`src/rtl/cm_sqrt_pkg.sv`:
```
// Shared definitions for the multi-channel square-root unit: FSM state
// encodings, a ceiling-log2 helper for counter sizing and the BPC check.
package cm_sqrt_pkg;

  localparam logic [1:0] ST_IDLE = 2'd0;
  localparam logic [1:0] ST_CALC = 2'd1;
  localparam logic [1:0] ST_DONE = 2'd2;

  // Smallest r with 2**r >= value; used to size the iteration counter.
  function automatic int clogb2(input int value);
    int r;
    r = 0;
    for (int p = 1; p < value; p = p * 2) r++;
    return r;
  endfunction

  // Bits-per-cycle must be 1, 2 or 4 and divide the root width evenly,
  // otherwise the iteration count would not land on a whole cycle.
  function automatic bit bpc_legal(input int bpc, input int sw);
    return ((bpc == 1) || (bpc == 2) || (bpc == 4)) && ((sw % bpc) == 0);
  endfunction

endpackage

```
`src/rtl/cm_sqrt_step.sv`:
```
// One restoring digit-recurrence step of the integer square root: brings
// down two radicand bits, trial-subtracts {root,01} and appends one root bit.
module cm_sqrt_step #(
  parameter int SW = 16
) (
  input  logic [SW+1:0] rem_in,
  input  logic [SW-1:0] root_in,
  input  logic [1:0]    bits_in,
  output logic [SW+1:0] rem_out,
  output logic [SW-1:0] root_out
);

  logic [SW+3:0] t;
  logic [SW+3:0] trial;
  logic [SW+3:0] diff;
  logic [SW+3:0] rem_full;
  logic          ge;

  // The partial remainder never exceeds 2*root, so the top two bits of the
  // widened result and the root MSB before the shift are always zero.
  logic [2:0] unused_bits;
  assign unused_bits = {rem_full[SW+3:SW+2], root_in[SW-1]};

  // Trial subtraction done at full width so nothing wraps before the compare.
  always_comb begin
    t        = {rem_in, bits_in};
    trial    = {2'b00, root_in, 2'b01};
    diff     = t - trial;
    ge       = (t >= trial);
    rem_full = ge ? diff : t;
    rem_out  = rem_full[SW+1:0];
    root_out = {root_in[SW-2:0], ge};
  end

endmodule

```
`src/rtl/cm_sqrt_mc.sv`:
```
// Multi-channel handshaked integer square root. Resolves BPC root bits per
// clock with a chain of recurrence steps; the channel tag travels alongside.
module cm_sqrt_mc
  import cm_sqrt_pkg::*;
#(
  parameter int  DW    = 32,
  parameter int  CH_W  = 7,
  parameter int  BPC   = 1,
  parameter int  ROUND = 0,
  localparam int DWE   = DW + (DW % 2),
  localparam int SW    = DWE / 2
) (
  input  logic            clk,
  input  logic            rst,
  input  logic [DW-1:0]   din_i,
  input  logic [CH_W-1:0] din_ch_i,
  input  logic            din_valid_i,
  output logic            din_ready_o,
  output logic [SW-1:0]   sqrt_o,
  output logic [SW:0]     rem_o,
  output logic [CH_W-1:0] ch_o,
  output logic            dout_valid_o,
  input  logic            dout_ready_i,
  output logic            busy_o
);

  localparam int ITER = SW / BPC;
  localparam int CW   = (ITER > 1) ? clogb2(ITER) : 1;

  if (!bpc_legal(BPC, SW)) begin : g_bpc_check
    $error("cm_sqrt_mc: BPC must be 1, 2 or 4 and divide the root width");
  end

  logic [1:0]      state;
  logic [CW-1:0]   cnt;
  logic [DWE-1:0]  opnd;
  logic [SW+1:0]   rem_q;
  logic [SW-1:0]   root_q;
  logic [CH_W-1:0] ch_q;
  logic            accept;

  logic [SW+1:0]   rem_c  [BPC+1];
  logic [SW-1:0]   root_c [BPC+1];
  logic [SW+1:0]   rem_fin;
  logic [SW-1:0]   root_fin;
  logic [SW-1:0]   sqrt_next;

  assign din_ready_o  = (state == ST_IDLE) || ((state == ST_DONE) && dout_ready_i);
  assign accept       = din_valid_i && din_ready_o;
  assign dout_valid_o = (state == ST_DONE);
  assign busy_o       = (state == ST_CALC) || (state == ST_DONE);

  assign rem_c[0]  = rem_q;
  assign root_c[0] = root_q;

  for (genvar g = 0; g < BPC; g++) begin : g_step
    cm_sqrt_step #(.SW(SW)) u_step (
      .rem_in  (rem_c[g]),
      .root_in (root_c[g]),
      .bits_in (opnd[DWE-1-2*g -: 2]),
      .rem_out (rem_c[g+1]),
      .root_out(root_c[g+1])
    );
  end

  assign rem_fin  = rem_c[BPC];
  assign root_fin = root_c[BPC];

  // Round-to-nearest bumps the root when the remainder exceeds it, but never
  // past the all-ones root; the remainder output stays the floor remainder.
  always_comb begin
    sqrt_next = root_fin;
    if ((ROUND != 0) && (rem_fin > {2'b00, root_fin}) && !(&root_fin))
      sqrt_next = root_fin + 1'b1;
  end

  // FSM, recurrence state and result registers; an accept in DONE chains
  // straight into the next calculation without visiting IDLE.
  always_ff @(posedge clk or posedge rst) begin
    if (rst) begin
      state  <= ST_IDLE;
      cnt    <= '0;
      opnd   <= '0;
      rem_q  <= '0;
      root_q <= '0;
      ch_q   <= '0;
      sqrt_o <= '0;
      rem_o  <= '0;
      ch_o   <= '0;
    end else begin
      if (accept) begin
        state  <= ST_CALC;
        cnt    <= CW'(ITER - 1);
        opnd   <= DWE'(din_i);
        rem_q  <= '0;
        root_q <= '0;
        ch_q   <= din_ch_i;
      end else begin
        case (state)
          ST_CALC: begin
            opnd   <= opnd << (2 * BPC);
            rem_q  <= rem_fin;
            root_q <= root_fin;
            cnt    <= cnt - 1'b1;
            if (cnt == '0) begin
              state  <= ST_DONE;
              sqrt_o <= sqrt_next;
              rem_o  <= rem_fin[SW:0];
              ch_o   <= ch_q;
            end
          end
          ST_DONE: begin
            if (dout_ready_i) state <= ST_IDLE;
          end
          default: state <= ST_IDLE;
        endcase
      end
    end
  end

endmodule

```
`config.mk`:
```
export PLATFORM = sky130hd
export DESIGN_NAME = cm_sqrt_mc
export DESIGN_NICKNAME = d
export VERILOG_FILES = /design/src/rtl/cm_sqrt_pkg.sv /design/src/rtl/cm_sqrt_step.sv /design/src/rtl/cm_sqrt_mc.sv
export SDC_FILE = /design/constraint.sdc
export NUM_CORES = 1
export LEC_CHECK = 0
export BUFFER_PORTS_ARGS = -buffer_cell sky130_fd_sc_hd__buf_2
export CORE_ASPECT_RATIO = 0.8
export CORE_MARGIN = 2
export CORE_UTILIZATION = 54
export CTS_BUF_LIST = sky130_fd_sc_hd__clkbuf_4
export DETAILED_ROUTE_END_ITERATION = 16
export GPL_TIMING_DRIVEN = 1
export PLACE_DENSITY = 0.78
export SLEW_MARGIN = 10
export SYNTH_ARGS = -nofsm -noshare
export SYNTH_HDL_FRONTEND = slang
export SYNTH_SLANG_ARGS = --single-unit
```
`constraint.sdc`:
```
create_clock -name clk -period 4.5 [get_ports clk]
set_input_delay 1.125 -clock clk [delete_from_list [all_inputs] [get_ports clk]]
set_output_delay 1.125 -clock clk [all_outputs]
set_load 0.03 [all_outputs]
```
== After elaboration in Yosys (flattened, before gate mapping) ==
Cells that the tools add are included.
Cells by class
  add/subtract/negate cells: 2
  order comparisons: 1
  equal/unequal tests: 4
  multiplexer cells: 13
  bitwise logic cells: 1
  reductions and logical operators: 9
Operators by type and width (number)
  $mux W32: 2
  $mux W18: 3
  $mux W16: 2
  $ge A20 B18 Y1: 1
  $sub A18 B18 Y18: 1
  $mux W4: 2
  $mux W2: 3
  $logic_not A4 Y1: 1
  $pmux W2 S2: 1
  $sub A4 B1 Y4 const B: 1
  $ne A3 B1 Y1 const B: 1
  $ne A3 B2 Y1 const B: 1
  $reduce_and A3 Y1: 1
  $eq A2 B1 Y1 const B: 1
  $eq A2 B2 Y1 const B: 1
  $logic_and A1 B1 Y1: 2
  $logic_not A2 Y1: 1
  $logic_or A1 B1 Y1: 2
  $reduce_and A2 Y1: 1
  $reduce_bool A2 Y1: 1
  $not A1 Y1: 1
Storage, ports and cells
  register bits after elaboration: 119
  input port bits: 43
  output and inout bits: 43
  logic and storage cells: 39

== Depth between registers and ports, before layout ==
  word-level depth: 6
  depth in mapped cells: 11
  gate-level depth less buffers: 8

== Modules after synthesis ==
From an unflattened synthesis, not the netlist that was laid out.
Second synthesis, totals
  cell total of the unflattened synthesis: 586
  area total of the unflattened synthesis: 6642.6 um2
Modules (own cells, without submodules)
  cm_sqrt_mc: times used 1, cells each 392, area each 5205.0 um2, seq. area each 2977.9 um2
  cm_sqrt_step: times used 1, cells each 194, area each 1437.6 um2, seq. area each 0.0 um2

== Worst setup path before layout ==
OpenSTA, ideal clock, no wires.
  path kind: input -> register
  start: input dout_ready_i
  end: register root_q[10]
  setup time: 0.132 ns
  arrival: 2.431 ns
  required time: 4.368 ns
  path slack: 1.937 ns
  cell stages on the path: 6
  path buffers: 3
  cell sequence: a21o_1 and2_1 clkbuf_1 clkbuf_1 buf_1 nor2_1
Between the ends
  word-level cells in the longest chain between the ends: 4
  elaborated cells between the ends (all ways): 5
  classes of those cells: mux: 1; reduce/logical: 4
Ends and longest elaborated chain
  start, declared: line cm_sqrt_mc.sv:23  | input logic dout_ready_i,
  $logic_and A1 B1 Y1 (*): line cm_sqrt_mc.sv:48  | assign din_ready_o = (state == ST_IDLE) || ((state == ST_DONE) && dout_ready_i);
  $logic_or A1 B1 Y1 (*): line cm_sqrt_mc.sv:48
  $logic_and A1 B1 Y1 (*): line cm_sqrt_mc.sv:49  | assign accept = din_valid_i && din_ready_o;
  $mux W16 / $reduce_bool A2 Y1 (equally long branches)
  end signal, assigned: line cm_sqrt_mc.sv:103  | root_q <= root_fin;
  end, declared: line cm_sqrt_mc.sv:38  | logic [SW-1:0] root_q;
Mark *: on every way between the ends. The rest lies on a longest branch, timed or not.
A chain may end at the register's enable or synchronous reset.

== Worst setup path after layout ==
  start: register rem_q[7]
  end: register rem_o[0]
Between the ends
  word-level cells in the longest chain between the ends: 2
Ends and longest elaborated chain
  start, declared: line cm_sqrt_mc.sv:37  | logic [SW+1:0] rem_q;
  start signal, assigned: line cm_sqrt_mc.sv:102  | rem_q <= rem_fin;
  $ge A20 B18 Y1: line cm_sqrt_step.sv:29  | ge = (t >= trial);
  $mux W18: line cm_sqrt_step.sv:30  | rem_full = ge ? diff : t;
  end signal, assigned: line cm_sqrt_mc.sv:108  | rem_o <= rem_fin[SW:0];
  end, declared: line cm_sqrt_mc.sv:20  | output logic [SW:0] rem_o,
No other way between the ends.

==> reports/metrics.cfg <==
[critical_path]
start_kind=flop
slowest_stage=a31o_1
cp_max_fo=20
worstPathArrival_ns=3.49
cp_cell_sequence=ha_1 > and4_4 > a31oi_1 > a21o_1 > a31o_1 > buf_4 > nand2_1 > a221o_1
worstSetupPathType=flop to flop
cp-end-kind=flop
regToRegStartpoint=rem_q[7]
startpoint=rem_q[7]
cp.required_ns=4.91
max_stage_delay_ns=0.66

[finish]
finish.utilization_pct=62.5
fin_cells=931
drive_gt1_share_pct=17.8
fillCellCount=1001
syn_to_final_growth_pct=12.7
layout_common_cells=nand2_1, dfrtp_1, o21ai_0
final_common_cell=nand2_1
final_design_area_no_fill_sq_um=7230
nNetsFinal=834

[placed_design]
gp_congestion=0.913
dp.final_hpwl_um=10900
placedCellCount=898
placed_area_sq_um=6900
place_ws_ns=1.47
port_buffers=85

[sta]
whs_ns=0.481
rsz0062_at_grt=no
fmaxAchievable_mhz=325
final_critical_path_setup_slack_ns=1.43
period_needed_ns=3.07
final_hold_viol_count=0
worst_pin_slew_ns=1.15
drv_slew=0
setup_violations=0
slew_headroom_pct=23.0
period_share_pct=68.3
tns_ns=0
worst_clock_skew_ns=0.0211

[yosys]
syn-instance-count=704
async_flop_share_pct=100
ys_seq_area_share_pct=46.4
synth-seq-cells=119
syn_nets=769
synth_warnings=0
avgSynthCellArea_sq_um=9.11
synthDistinctLibCells=57
ys.flop_type=dfrtp_1
synth-edff-count=0
synth_area_sq_um=6410

[clocking]
clk_pin_slew_ns=0.11
postCtsHoldBufs=0
clkLatencyLatePin_ns=0.53
cts_htree_levels=4
cts_tree=built
cts_sinks=119
clockRootBuffer=clkbuf_4
cts_resized=0
postCtsSetupRepairBufs=0
clk_path_buf_depth=2
numCtsBuffers=17

[detailed_routing]
ant_nets=0
drt_wl_total_um=15800
vias_per_cell=5.94
drc_errors=0
detail_route.first_pass.iterations=7
post_drt_wl_per_cell_um=17.0
first_iter_violations=639
vias=5529

[power]
power_mw=5.01
p_switching_mw=2.32
internal_power_mw=2.69
pwr-share-seq_pct=31.2
peakVddDrop_mv=0.299
p_leak_nw=3.42
pwr-share-comb_pct=51.0
swShare_pct=46.4
clkPwrFrac_pct=17.8
power.density_nw_per_um2=693

[floorplanning]
die_area_sq_um=12800
die_w_um=126
num_io_pins=86
rows=35
start_util_pct=55.5
core_sq_um=11600
die_h_um=101

[global_route]
grt_pass1_vias=5153
grtUsageTotal_pct=25.8
grt_start_max_net_pins=83
grt_pass1_wl_um=26100
antenna_found_initial=1
overflow=0

[job]
maxCapViolations=0

[hold_path]
worstHoldStart=ch_o[1]
min_path_type=flop to flop

[outcome]
outcome=complete, no violations

## registers in the layout (all words and copies together) (netlist names)
signal and flops:
opnd 32, rem_q 18, rem_o 17, root_q 16, sqrt_o 16, ch_o 7
ch_q 7, cnt 4, state 2
## worst max-delay path, delay by kind of cell, from the launching register on
family,cells,cell delay (ns)
fa+ha+maj,1,0.40
buf+inv,1,0.35
compound gates,4,1.39
simple gates,2,0.36
flops,1,0.46
## layer usage
layer	vias to the layer above	share of wire, %	track usage, %
li1	2622	-	-
met1	2649	47	39.0
met2	240	44	38.0
met3	18	7.9	5.18
met4	0	1.3	7.44
met5	-	0	0
## path summary, 6_finish.rpt
kind	slack, ns	depth (start not counted)	end
setup / recovery	1.43	8	rem_o[0]
hold / removal	0.48	2	ch_o[1]
setup reg to reg	1.43	8	rem_o[0]
hold reg to reg	0.48	2	ch_o[1]
max in group asynchronous	2.77	3	opnd[16]
min in group asynchronous	0.84	2	opnd[23]
## cells by family (layout without fill, tap and decap cells)
group                      count (synthesis)  count (layout)  share of synthesized area (%)
buffers and inverters                     75             153                           4.98
DFF                                      119             119                           46.4
xor gates and xnor gates                  13              13                           1.78
and+or+nand+nor                          248             248                           17.5
other                                      0               1                              0
AOI/OAI and AO/OA                        182             182                           18.0
muxes                                     45              45                           7.02
adders and majority gates                 22              22                           4.29
## synthesized netlist by cell type, drive strengths merged, types with 5 or more instances
cell type | number | area [sq um]
ha | 22 | 275
nand4 | 14 | 87.6
o21ai | 94 | 474
inv | 27 | 101
buf | 17 | 101
clkbuf | 31 | 116
xnor2 | 9 | 78.8
a31oi | 20 | 140
a21o | 7 | 52.6
o211ai | 16 | 120
mux2i | 45 | 450
dfrtp | 119 | 2980
nor3b | 5 | 37.5
nand3 | 25 | 125
and2 | 7 | 43.8
nand2 | 125 | 469
a21oi | 16 | 80.1
nor2 | 38 | 143
nor3 | 12 | 65.1
## power groups by stage
| stage | Sequential, mW | Combinational (mW) | Clock (mW) |
|---|---|---|---|
| global route | 1.59 | 2.82 | 0.955 |
| global placement | 1.55 | 2.43 | 0 |
| CTS | 1.55 | 2.50 | 0.904 |
| finish | 1.56 | 2.56 | 0.892 |
| floorplan | 1.48 | 2.00 | 0 |
| detailed placement | 1.57 | 2.49 | 0 |
## layout make-up
| type | count | area [sq um] | area share [%] |
|---|---|---|---|
| sequential | 119 | 2980 | 41.2 |
| multi-input combinational | 510 | 3140 | 43.4 |
| clock inverter | 15 | 200 | 2.77 |
| clock buffer | 17 | 128 | 1.77 |
| antenna | 1 | 2.50 | 0.0346 |
| tap | 148 | 185 | 2.56 |
| inverter | 27 | 104 | 1.44 |
| timing repair buffer | 94 | 493 | 6.82 |
(Power assumes the default switching activity.)
